[config.mk]
export PLATFORM = sky130hd
export DESIGN_NAME = bus_initiator
export DESIGN_NICKNAME = d
export VERILOG_FILES = /design/src/rtl/bus_pkg.sv /design/src/rtl/phi_edge_det.sv /design/src/rtl/bus_initiator.sv
export SDC_FILE = /design/constraint.sdc
export NUM_CORES = 1
export LEC_CHECK = 0
export ABC_AREA = 1
export BUFFER_PORTS_ARGS = -buffer_cell sky130_fd_sc_hd__buf_2
export CAP_MARGIN = 20
export CORE_AREA = 10 10 121 79
export DETAILED_ROUTE_END_ITERATION = 16
export DIE_AREA = 0 0 131 89
export PLACE_DENSITY = 0.64
export SKIP_CTS_REPAIR_TIMING = 1
export SLEW_MARGIN = 30
export SYNTH_ARGS = -nofsm -noshare
export SYNTH_HDL_FRONTEND = slang
export SYNTH_SLANG_ARGS = --single-unit
export TNS_END_PERCENT = 20
[constraint.sdc]
create_clock -name clk -period 1.4 [get_ports clk]
set_input_delay 0.42 -clock clk [delete_from_list [all_inputs] [get_ports clk]]
set_output_delay 0.42 -clock clk [all_outputs]
set_load 0.03 [all_outputs]
[src/rtl/bus_pkg.sv]
// Shared definitions for the fpga-floppy system bus: RW encoding, address map
// and the bus initiator state encoding.
package bus_pkg;

  localparam logic RW_READ  = 1'b1;
  localparam logic RW_WRITE = 1'b0;

  localparam logic [15:0] SRAM_BASE = 16'h0000;
  localparam logic [15:0] SRAM_LAST = 16'h1FFF;
  localparam logic [15:0] ROM_BASE  = 16'h8000;
  localparam logic [15:0] ROM_LAST  = 16'hFFFF;

  typedef enum logic [1:0] {
    ST_IDLE = 2'd0,
    ST_PEND = 2'd1,
    ST_ADDR = 2'd2,
    ST_DATA = 2'd3
  } bus_state_e;

endpackage

[src/rtl/phi_edge_det.sv]
// Registers phi_0 in the clk domain and flags its rising and falling edges.
module phi_edge_det (
  input  logic clk,
  input  logic rst,
  input  logic phi_0,
  output logic rise,
  output logic fall
);

  logic phi_q;

  always_ff @(posedge clk) begin
    if (!rst) phi_q <= 1'b0;
    else      phi_q <= phi_0;
  end

  assign rise = ~phi_q & phi_0;
  assign fall = phi_q & ~phi_0;

endmodule

[src/rtl/bus_initiator.sv]
// 6502-style single-beat bus master: turns host requests into phi_0-aligned
// bus cycles with RDY stretching and a wait timeout.
module bus_initiator
  import bus_pkg::*;
#(
  parameter int ADDR_W   = 16,
  parameter int DATA_W   = 8,
  parameter int MAX_WAIT = 255
) (
  input  logic              clk,
  input  logic              rst,
  input  logic              phi_0,
  input  logic              req_valid,
  output logic              req_ready,
  input  logic              req_rw,
  input  logic [ADDR_W-1:0] req_addr,
  input  logic [DATA_W-1:0] req_wdata,
  output logic              rsp_valid,
  output logic [DATA_W-1:0] rsp_rdata,
  output logic              rsp_err,
  output logic [ADDR_W-1:0] bus_addr,
  output logic              bus_rw,
  output logic [DATA_W-1:0] bus_wdata,
  output logic              bus_data_oe,
  input  logic [DATA_W-1:0] bus_rdata,
  input  logic              bus_rdy
);

  localparam int CNT_W = $clog2(MAX_WAIT + 1);

  logic rise, fall;

  phi_edge_det u_edge (
    .clk   (clk),
    .rst   (rst),
    .phi_0 (phi_0),
    .rise  (rise),
    .fall  (fall)
  );

  bus_state_e        state, state_nxt;
  logic              hold_rw;
  logic [ADDR_W-1:0] hold_addr;
  logic [DATA_W-1:0] hold_wdata;
  logic [CNT_W-1:0]  wait_cnt;
  logic              hs, complete, stretch, timeout;

  assign req_ready = (state == ST_IDLE);
  assign hs        = req_valid & req_ready;

  always_ff @(posedge clk) begin
    if (!rst) state <= ST_IDLE;
    else      state <= state_nxt;
  end

  always_comb begin
    state_nxt = state;
    complete  = 1'b0;
    stretch   = 1'b0;
    timeout   = 1'b0;
    case (state)
      ST_IDLE: if (hs)   state_nxt = ST_PEND;
      ST_PEND: if (fall) state_nxt = ST_ADDR;
      ST_ADDR: if (rise) state_nxt = ST_DATA;
      ST_DATA: begin
        if (fall) begin
          // Writes never stretch; only reads honour RDY.
          if (bus_rdy || hold_rw == RW_WRITE) begin
            complete  = 1'b1;
            state_nxt = ST_IDLE;
          end else if (wait_cnt == CNT_W'(MAX_WAIT)) begin
            complete  = 1'b1;
            timeout   = 1'b1;
            state_nxt = ST_IDLE;
          end else begin
            stretch   = 1'b1;
            state_nxt = ST_ADDR;
          end
        end
      end
      default: state_nxt = ST_IDLE;
    endcase
  end

  always_ff @(posedge clk) begin
    if (!rst) begin
      hold_rw     <= RW_READ;
      hold_addr   <= '0;
      hold_wdata  <= '0;
      wait_cnt    <= '0;
      bus_addr    <= '0;
      bus_rw      <= RW_READ;
      bus_wdata   <= '0;
      bus_data_oe <= 1'b0;
      rsp_valid   <= 1'b0;
      rsp_rdata   <= '0;
      rsp_err     <= 1'b0;
    end else begin
      rsp_valid <= 1'b0;
      if (hs) begin
        hold_rw    <= req_rw;
        hold_addr  <= req_addr;
        hold_wdata <= req_wdata;
      end
      // The bus is only ever launched on a fall, so a mid-period request
      // cannot glitch the shared lines.
      if (state == ST_PEND && fall) begin
        bus_addr <= hold_addr;
        bus_rw   <= hold_rw;
        if (hold_rw == RW_WRITE) begin
          bus_wdata   <= hold_wdata;
          bus_data_oe <= 1'b1;
        end
      end
      if (stretch) wait_cnt <= wait_cnt + 1'b1;
      if (complete) begin
        rsp_valid   <= 1'b1;
        rsp_err     <= timeout;
        wait_cnt    <= '0;
        bus_rw      <= RW_READ;
        bus_data_oe <= 1'b0;
        if (hold_rw == RW_READ) rsp_rdata <= timeout ? '0 : bus_rdata;
      end
    end
  end

endmodule

==> summary.txt, run 1 <==
Logic synthesis
  • Syn Inst Count: 380
  • Adder-Cell Fraction of Synth Area: 0.436%
  • Synth Warn #: 0
  • Synth Area in XOR/XNOR: less than 1%
  • Mux cell area share after synthesis: 0%
  • Distinct cells, synth: 30
  • Synth Area in Simple Gates: 30.5%
  • Syn Std Cell Area: between 0.002 and 0.003 sq mm
  • Largest family of logic cells by synthesized area: simple AND/OR/NAND/NOR gates
  • Area leader, netlist: dfxtp_1
  • #FFs+latches synth: 72
  • Area share of the largest cell type after synthesis: between 50% and 60%
  • Sequential area share after synthesis: roughly half
  • Avg Cell Area, Syn: 7.55 sq um
  • Syn_nets: between 400 and 500
  • Synth Area in Compound Gates: 11.3%
  • Largest cells by area after synthesis: dfxtp_1 (50%), nor2_1 (14%), nand2_1 (7.1%)

Global routing
  • Total Routing Usage GR: 13.7%
  • Largest net degree at the start of global routing: 31
  • Initial antenna violation count: 0
  • Global-route wire length before repair: 12.5 mm
  • Grt ovf: 0
  • Vias in the first global route: 2519

Pwr
  • Clock Power Share: between 50% and 60%
  • Internal Power: slightly above 4 mW
  • Switch share: 22.1%
  • Gate power share: 7.8%
  • Pleak: 1.92 nW
  • Pwr/cell area: 1310 mW/mm^2
  • Peak supply drop: 0.597 mV
  • Switch Pwr: 1.16 mW
  • Total power: 5.24 mW
  • Seq pwr share: between 40% and 50%

Run
  • Number of max-cap violations: 0

Timing
  • Clk_skew: 0.00666 ns
  • Setup_tns: -0.0511 ns
  • Final hold vios: 0
  • Period minus WS final: 1.45 ns
  • Worst slew pin tran: 0.314 ns
  • Final period util: 104%
  • Max Clk Rate: 0.689 GHz
  • Rel. slew slack: 79.1%
  • Max-slew violations: 0
  • WHS: a little under 0.3 ns
  • Setup ws final: -0.0511 ns
  • Setup violators final: 1
  • Unrepaired setup endpoints after global routing: yes

Run status
  • Outcome: finished, violations left
  • Failing checks: setup timing

Setup path
  • Crit path kind: register to output pin
  • Startpoint Class: register
  • Critical Path RT: 0.98 ns
  • Reg-to-reg slack, setup: roughly 0.05 ns
  • CP Capture Type: output pin
  • Worst EP arrival: 1.03 ns
  • Worst Path Max Fanout: 3

Route
  • Drt first-iter violations: 241
  • DRT Wirelength: roughly 8.0 mm
  • Wire per inst: 13.4 um
  • Post-route ant nets: 0
  • DR DRC count: 0
  • Vias/cell: between 4 and 5
  • Via count: 2723
  • DRT Pass-1 Iters: 4

Min path
  • Hold WC Path Type: primary input to register

Layout
  • Share of layout cells above drive strength 1: between 30% and 40%
  • Final Cell Area: 0.00399 sq mm
  • Finished Layout Cells: 595
  • Area growth syn-to-layout: 39.1%
  • Final net count: around 520
  • N_diodes: 0
  • Fin util: 52.9%

Place
  • GPL Wtd Cong: 0.784
  • DP Cell Count: around 570
  • DP Wirelength: 5.51 mm
  • IO buf count: 74
  • Dpl ws: -0.157 ns
  • Post-DP Area: about 0.0035 sq mm

Clocking
  • H-tree level count: 3
  • CTS tree: yes
  • CTS Buf Count: 9
  • Clock slew at the register clock pins of the worst setup and hold paths: 0.06 ns
  • Worst-skew pair later-pin latency: 0.33 ns
  • Clock root cell: clkbuf_16
  • CTS Buffer Depth: 2
  • Clock sinks: just over 70

Floorplanning
  • IO Count: between 70 and 80
  • Die ar.: 0.0117 sq mm
  • Site row count: 25
  • Chip Height: between 80 and 90 um
  • Core area: 0.00754 sq mm
  • Die Width: 131 um
  • Starting Density: 38.1%
-- registers in the layout, indices dropped and copies added (netlist names) --
name	count
bus_addr	16
bus_data_oe	1
bus_rw	1
bus_wdata	8
hold_addr	16
hold_rw	1
hold_wdata	8
rsp_err	1
rsp_rdata	8
rsp_valid	1
state	2
u_edge.phi_q	1
wait_cnt	8
-- layout by cell type (no fill, tap or decap), types with 2 or more instances in the layout --
cell       Yosys  layout
nand3_4        2       3
nand2_4        2       4
inv_1         24      24
o21ai_0       40      38
dfxtp_1       72      67
nand3b_1       2       2
xnor2_1        2       2
nand2_1       54      51
a21oi_1       18      18
inv_4          0       2
dfxtp_2        0       5
nor2_4         4       5
inv_2          3       2
clkbuf_16      0       9
buf_6          1       3
bufinv_16      0       3
buf_4          0      26
nor2_2         1       8
nand2_2        7       8
buf_2          6      73
nor2_1       108     101
o21ai_1        3       5
nand3_1       13      13
-- final timing paths --
kind / start / to / cells past startpoint
setup reg to reg: wait_cnt[1]$_SDFFE_PP0P_ / rsp_rdata[6]$_SDFFE_PN0P_ / 8
setup / recovery: state[0]$_SDFFE_PN0P_ / req_ready / 3
hold reg to reg: bus_wdata[1]$_SDFFE_PN0P_ / bus_wdata[1]$_SDFFE_PN0P_ / 2
hold / removal: phi_0 / u_edge.phi_q$_SDFF_PN0_ / 3
-- power groups by stage --
| stage | combinational, mW | clock, mW | sequential (mW) |
|---|---|---|---|
| final | 0.411 | 2.65 | 2.18 |
| after global routing | 0.462 | 2.80 | 2.19 |
| after CTS | 0.377 | 2.70 | 2.18 |
| after detailed placement | 0.375 | 0 | 2.22 |
| after global placement | 0.370 | 0 | 2.22 |
| after floorplan | 0.206 | 0 | 2.24 |
-- cell type report --
cell class	instances	area, sq um
inverters	29	114
multi-input cells	267	1330
flip-flops and latches	72	1450
repair buffers	103	614
well taps	108	135
clock inverters	5	104
clock buffers	11	243
fillers	704	3550
-- Yosys cell counts, drive strengths merged --
cell,count
a21oi,18
buf,7
clkbuf,8
clkinv,2
dfxtp,72
ha,1
inv,27
nand2,63
nand3,15
nand3b,2
nand4,1
nor2,113
nor3,2
nor4,1
o211a,1
o211ai,1
o21ai,43
xnor2,2
xor2,1
-- cells by family after synthesis --
family	Yosys count
adders and majority gates	1
buffers and inverters	44
xor gates and xnor gates	3
DFF	72
and+or+nand+nor	197
AOI/OAI and AO/OA	63
-- routing by layer --
metal | track usage, % | vias up | part of all wire (%)
met3 | 6.81 | 7 | 9.4
met4 | 4.02 | 0 | 1.1
met5 | 0 | - | 0
met2 | 19.9 | 92 | 42
met1 | 17.5 | 1207 | 47
li1 | - | 1417 | -
-- worst max-delay path: stages, from the launching register on --
cell and delay, ns:
dfxtp_2 0.34, buf_6 0.12, nor2_4 0.11, buf_6 0.14
No activity file was read; power rests on OpenSTA's default activity.
==> run 2: changes to the inputs <==
Settings changed: ABC_AREA 1 to unset, CELL_PAD_IN_SITES_DETAIL_PLACEMENT set to 1, CELL_PAD_IN_SITES_GLOBAL_PLACEMENT set to 2, CORE_AREA 10 10 121 79 to 10 10 142 92, DIE_AREA 0 0 131 89 to 0 0 152 102, GPL_TIMING_DRIVEN set to 1, PLACE_DENSITY 0.64 to 0.71.
==> run 2 against run 1 <==
  * The run still ends with setup timing left
  * Hold slack about the same
  * Flip-flop and latch count is the same
  * Clock-buffer cell count down 2
  * Routed wire length grew 12%
  * Global-route usage fell by 2.4 points
  * Synthesized cell count down 17%
  * Die area up 33%
  * Largest cell class unchanged
==> summary.txt, run 2 <==
Run status
  • Outcome: finished, violations left
  • Failing checks: setup timing

Layout
  • Commonest non-fill, non-tap cell in the layout: nand2_1
  • Final Cell Area: 0.00387 sq mm (-3.0%)
  • Area growth syn-to-layout: 44.9%
  • Share of layout cells above drive strength 1: 34.9% (+2.5 points)
  • N_diodes: 0 (unchanged)
  • Final net count: 456 (-12%)
  • Largest regs: bus_addr (16), hold_addr (16)
  • Most frequent cells in the layout: nand2_1 (98), buf_2 (73), dfxtp_1 (66)
  • Fillers: 1250 (+78%)

Clocking
  • CTS Buffer Depth: 2 (unchanged)
  • Worst-skew pair later-pin latency: 0.33 ns (about the same)
  • Clock root cell: clkbuf_16
  • CTS tree: yes
  • Clock slew at the register clock pins of the worst setup and hold paths: 0.05 ns (about the same)
  • CTS Buf Count: 9 (unchanged)
  • Clock sinks: 72 (unchanged)
  • H-tree level count: 3 (unchanged)

Timing
  • Final hold vios: 0 (unchanged)
  • Unrepaired setup endpoints after global routing: yes
  • Final period util: 106% (+2.1 points)
  • Max Clk Rate: 0.676 GHz (-1.9%)
  • Setup violators final: 9 (+8)
  • Clk_skew: 0.00600 ns (-0.000659 ns)
  • Rel. slew slack: 81.4% (+2.4 points)
  • Period minus WS final: 1.48 ns (+0.0287 ns)
  • Worst slew pin tran: 0.279 ns (-0.0350 ns)
  • Setup ws final: -0.0798 ns (-0.0287 ns)
  • Max-slew violations: 0 (unchanged)
  • Setup_tns: -0.310 ns (-0.259 ns)

Min path
  • Hold Path Stages: 2 (-1)
  • HP Start: bus_rdata[5]
  • Hold WC Path Type: primary input to register
  • Hold EP: rsp_rdata[5]$_SDFFE_PN0P_

Setup path
  • Worst r2r src: wait_cnt[0]$_SDFFE_PP0P_
  • Crit path kind: register to output pin
  • Critical Path RT: 0.98 ns (about the same)
  • CP Capture Type: output pin
  • Crit path launch: state[0]$_SDFFE_PN0P_
  • Cell depth of the worst flop-to-flop path: 5 (-3)
  • Worst Path Max Fanout: 4 (+1)
  • Worst EP arrival: 1.06 ns (+0.03 ns)
  • Startpoint Class: register
  • Worst reg2reg endpoint: rsp_rdata[6]$_SDFFE_PN0P_
  • Reg-to-reg slack, setup: -0.04 ns (-0.09 ns)

Route
  • Vias/cell: 4.57 (about the same)
  • DR DRC count: 0 (unchanged)
  • Via count: 2561 (-5.9%)
  • DRT Pass-1 Iters: 4 (unchanged)
  • DRT Wirelength: 8.93 mm (+12%)
  • Drt first-iter violations: 64 (-73%)
  • Post-route ant nets: 0 (unchanged)
  • Wire per inst: 15.9 um (+19%)

Floorplanning
  • Site row count: 29 (+16%)
  • IO Count: 75 (unchanged)
  • Core area: 0.0104 sq mm (+38%)
  • Die Width: 152 um (+16%)
  • Starting Density: 25.7% (-12 points)
  • Chip Height: 102 um (+15%)
  • Die ar.: 0.0155 sq mm (+33%)

Place
  • Post-DP Area: 0.00347 sq mm (-0.50%)
  • DP Wirelength: 6.34 mm (+15%)
  • IO buf count: 74 (unchanged)
  • GPL Wtd Cong: 0.821 (+4.7%)

Logic synthesis
  • Largest cells by area after synthesis: dfxtp_1 (54%), nand2_1 (14%), a21oi_1 (10%)
  • Commonest cells in the netlist: nand2_1 (98), dfxtp_1 (72), a21oi_1 (54)
  • Syn_nets: 353 (-16%)
  • Sequential area share after synthesis: 54.0% (+3.7 points)
  • #FFs+latches synth: 72 (unchanged)
  • Dominant synthesized flop cell: dfxtp_1
  • Synth Warn #: 0 (unchanged)
  • Distinct cells, synth: 39 (+30%)
  • Most frequent cell after synthesis: nand2_1
  • Fraction of registers with async set/reset: 0% (unchanged)
  • Avg Cell Area, Syn: 8.50 sq um (+13%)
  • Area leader, netlist: dfxtp_1
  • Syn Inst Count: 314 (-17%)
  • Area share of the largest cell type after synthesis: 54.0% (+3.7 points)
  • Syn Std Cell Area: 0.00267 sq mm (-6.9%)
  • Post-synth EDFFs: 0 (unchanged)

Global routing
  • Global-route wire length before repair: 14.2 mm (+14%)
  • Largest net degree at the start of global routing: 40 (+29%)
  • Vias in the first global route: 2780 (+10%)
  • Initial antenna violation count: 0 (unchanged)
  • Total Routing Usage GR: 11.4% (-2.4 points)
  • Grt ovf: 0 (unchanged)

Pwr
  • Total power: 4.75 mW (-9.4%)
  • Pleak: 1.61 nW (-16%)
  • Peak supply drop: 0.627 mV (+5.0%)
  • Pwr/cell area: 1230 mW/mm^2 (-6.6%)

Run
  • Number of max-cap violations: 0 (unchanged)
## run 2: worst max path at each step
| stage | to | slack, ns | cells after the start |
|---|---|---|---|
| 3_5_place_dp | wait_cnt[7]$_SDFFE_PP0P_ | -0.20 | 5 |
| 4_1_cts | req_ready | -0.18 | 3 |
| 6_report | req_ready | -0.08 | 3 |
| 2_1_floorplan | wait_cnt[5]$_SDFFE_PP0P_ | -0.06 | 5 |
| 5_1_grt | rsp_rdata[6]$_SDFFE_PN0P_ | -0.12 | 5 |
| 3_3_place_gp | wait_cnt[7]$_SDFFE_PP0P_ | -0.15 | 5 |
## run 2: layer usage
metal	vias to the layer above	GRT usage, %	share of wire [%]
met5	-	0	0
met4	0	3.76	1.2
met2	60	18.1	44
met1	1208	13.7	49
met3	12	4.74	6.0
li1	1281	-	-
## run 2: through the flow
step / utilization (%) / hold WS [ns] / setup WS, ns / instances
floorplan: - / 0.432 / -0.0585 / 314
global placement: 33.4 / 0.439 / -0.153 / 544
detailed placement: 33.4 / 0.450 / -0.204 / 544
CTS: 36.2 / 0.290 / -0.181 / 559
global route: 37.3 / 0.290 / -0.124 / 560
finish: 37.3 / 0.298 / -0.0798 / 560
## run 2: cell families after synthesis
logic type,synth area share [%]
simple gates,22.4
compound gates,19.4
flops,54.0
buf+inv,3.47
xor+xnor,0.328
fa+ha+maj,0.469
## run 2: layout make-up
| cell class | instances | area, sq um | share of cell area [%] |
|---|---|---|---|
| inverter | 4 | 15.0 | 0.388 |
| clock inverter | 6 | 61.3 | 1.58 |
| clock buffer | 9 | 225 | 5.82 |
| sequential | 72 | 1460 | 37.6 |
| tap | 139 | 174 | 4.49 |
| multi-input combinational | 221 | 1220 | 31.7 |
| timing repair buffer | 109 | 713 | 18.4 |
## run 2: critical path, stage by stage, from the launching register on
cell	delay [ns]
dfxtp_4	0.35
buf_6	0.12
nor2_4	0.12
buf_6	0.14
## run 2: report_power, final
| group | internal [mW] | switching (mW) |
|---|---|---|
| clock | 1.36 | 0.866 |
| combinational | 0.166 | 0.219 |
| sequential | 2.10 | 0.0340 |
==> run 3: changes to the inputs <==
Settings changed: SYNTH_HIERARCHICAL set to 1.
==> run 3 against run 2 <==
  * The run still ends with setup timing left
  * Routed wire length down 0.59%
  * Combinational power down 6.5%
  * Flip-flop and latch count unchanged
  * Critical path depth up 3
  * Register-to-register slack about the same
  * Sequential power about the same
  * Hold slack worse by 0.00090 ns
  * Cell count up 1.1%
  * Die area unchanged
  * Critical endpoint is now wait_cnt[5]$_SDFFE_PP0P_
  * Largest power group unchanged
==> summary.txt, run 3 <==
Place
  • GPL Wtd Cong: 0.765 (-6.8%)
  • DP Cell Count: 544 (unchanged)
  • DP Wirelength: 6.40 mm (+0.94%)
  • Post-DP Area: 0.00345 sq mm (-0.47%)
  • Dpl ws: -0.238 ns (-0.0341 ns)
  • IO buf count: 74 (unchanged)

Setup path
  • Worst EP arrival: 1.63 ns (+0.57 ns)
  • Startpoint Class: register
  • Reg-to-reg slack, setup: -0.03 ns (about the same)
  • Worst Path Max Fanout: 5 (+1)
  • Crit path kind: register to register
  • Critical Path RT: 1.61 ns (+0.63 ns)
  • CP Capture Type: register

Floorplanning
  • Starting Density: 25.6% (-0.096 points)
  • Die Width: 152 um (unchanged)
  • IO Count: 75 (unchanged)
  • Site row count: 29 (unchanged)
  • Chip Height: 102 um (unchanged)
  • Core area: 0.0104 sq mm (unchanged)
  • Die ar.: 0.0155 sq mm (unchanged)

Layout
  • Most frequent cells in the layout: nand2_1 (106), buf_2 (73), dfxtp_1 (65)
  • Fillers: 1265 (+1.2%)
  • FF+latch area: 0.00145 sq mm (-0.26%)
  • Largest regs: bus_addr (16), hold_addr (16)
  • Area of the multi-input gates: 0.00124 sq mm (+1.2%)
  • Final Cell Area: 0.00389 sq mm (+0.45%)
  • Share of layout cells above drive strength 1: 37.0% (+2.1 points)
  • N_diodes: 0 (unchanged)
  • Area growth syn-to-layout: 46.1%
  • Final net count: 463 (+1.5%)
  • Commonest non-fill, non-tap cell in the layout: nand2_1
  • Finished Layout Cells: 566 (+1.1%)

Route
  • DRT Wirelength: 8.88 mm (-0.59%)
  • Vias/cell: 4.55 (-0.52%)
  • DRT Pass-1 Iters: 4 (unchanged)
  • Via count: 2575 (+0.55%)
  • DR DRC count: 0 (unchanged)
  • Drt first-iter violations: 79 (+23%)
  • Post-route ant nets: 0 (unchanged)
  • Wire per inst: 15.7 um (-1.6%)

Timing
  • Setup ws final: -0.0257 ns (+0.0541 ns)
  • Max Clk Rate: 0.701 GHz (+3.8%)
  • Period minus WS final: 1.43 ns (-0.0541 ns)
  • Final period util: 102% (-3.9 points)
  • Rel. slew slack: 83.2% (+1.8 points)
  • Final hold vios: 0 (unchanged)
  • Setup violators final: 3 (-6)
  • Unrepaired setup endpoints after global routing: yes
  • Max-slew violations: 0 (unchanged)
  • Clk_skew: 0.00539 ns (-0.000606 ns)
  • Worst slew pin tran: 0.250 ns (-0.0286 ns)

Logic synthesis
  • #FFs+latches synth: 72 (unchanged)
  • Syn_nets: 354 (+0.28%)
  • Largest cells by area after synthesis: dfxtp_1 (54%), nand2_1 (15%), a21oi_1 (10%)
  • Synth Warn #: 6 (+6)
  • Avg Cell Area, Syn: 8.44 sq um (-0.69%)
  • Area leader, netlist: dfxtp_1
  • Post-synth EDFFs: 0 (unchanged)
  • Syn Std Cell Area: 0.00266 sq mm (-0.37%)
  • Commonest cells in the netlist: nand2_1 (106), dfxtp_1 (72), a21oi_1 (53)
  • Fraction of registers with async set/reset: 0% (unchanged)
  • Distinct cells, synth: 43 (+10%)
  • Syn Inst Count: 315 (+0.32%)
  • Most frequent cell after synthesis: nand2_1
  • Dominant synthesized flop cell: dfxtp_1
  • Sequential area share after synthesis: 54.2% (+0.20 points)
  • Area share of the largest cell type after synthesis: 54.2% (+0.20 points)

Global routing
  • Initial antenna violation count: 0 (unchanged)
  • Global-route wire length before repair: 14.2 mm (-0.34%)
  • Vias in the first global route: 2767 (-0.47%)
  • Total Routing Usage GR: 11.2% (-0.14 points)
  • Grt ovf: 0 (unchanged)
  • Largest net degree at the start of global routing: 35 (-13%)

Run
  • Number of max-cap violations: 0 (unchanged)

Clocking
  • Clock sinks: 72 (unchanged)
  • H-tree level count: 3 (unchanged)
  • Clock slew at the register clock pins of the worst setup and hold paths: 0.05 ns (about the same)
  • Clock root cell: clkbuf_16
  • Worst-skew pair later-pin latency: 0.33 ns (about the same)
  • CTS tree: yes
  • CTS Buf Count: 9 (unchanged)
  • CTS Buffer Depth: 2 (unchanged)

Pwr
  • Pleak: 1.60 nW (-0.75%)
  • Peak supply drop: 0.630 mV (+0.48%)
  • Pwr/cell area: 1190 mW/mm^2 (-2.7%)

Min path
  • Hold WC Path Type: primary input to register

Run status
  • Failing checks: setup timing
  • Outcome: finished, violations left
==> run 3: where the power goes <==
part           switching [mW]  internal [mW]
Combinational           0.200          0.160
Clock                   0.822           1.33
Sequential             0.0317           2.10
Total                    1.05           3.59
==> run 3: per-layer routing <==
metal  vias to the layer above  track usage [%]  routed length [um]
met5                         -                0                   0
met2                        51             17.0                3810
met1                      1229             13.9                4420
li1                       1286                -                   -
met4                         0             3.91                 105
met3                         9             4.95                 540
==> run 3: layout make-up <==
class	instances	area share [%]
Clock buffer	14	7.05
Inverter	2	0.193
Sequential cell	72	37.4
Multi-Input combinational cell	225	31.9
Tap cell	139	4.47
Timing Repair Buffer	114	19.0
==> run 3: logic make-up after synthesis <==
| kind of cell | after synthesis | share of synthesized area [%] |
|---|---|---|
| and+or+nand+nor | 145 | 24.2 |
| AOI/OAI and AO/OA | 78 | 17.9 |
| DFF | 72 | 54.2 |
| buffers and inverters | 18 | 2.87 |
| muxes | 1 | 0.423 |
| adders and majority gates | 1 | 0.470 |
==> run 3: path summary, 6_finish.rpt <==
kind | from | to | depth (start not counted)
max | u_edge/phi_q$_SDFF_PN0_ | wait_cnt[5]$_SDFFE_PP0P_ | 6
min | bus_rdata[3] | rsp_rdata[3]$_SDFFE_PN0P_ | 2
max reg2reg | u_edge/phi_q$_SDFF_PN0_ | wait_cnt[5]$_SDFFE_PP0P_ | 6
min reg2reg | bus_addr[4]$_SDFFE_PN0N_ | bus_addr[4]$_SDFFE_PN0N_ | 2
==> run 3: worst max-delay path, stage by stage, from the launching register on <==
cell,delay [ns]
dfxtp_2,0.33
nor2b_4,0.23
nand3_4,0.13
nor3_4,0.20
buf_4,0.16
and3_4,0.18
a311oi_2,0.08
==> run 3: through the flow <==
stage | utilization (%) | setup TNS [ns] | total power, mW | hold slack [ns]
4_1_cts | 35.9 | -1.85 | 4.68 | 0.291
3_5_place_dp | 33.3 | -5.77 | 2.51 | 0.444
2_1_floorplan | - | -2.13 | 2.34 | 0.432
5_1_grt | 37.5 | -1.02 | 4.84 | 0.295
6_report | 37.5 | -0.0570 | 4.64 | 0.297
3_3_place_gp | 33.3 | -3.72 | 2.51 | 0.441
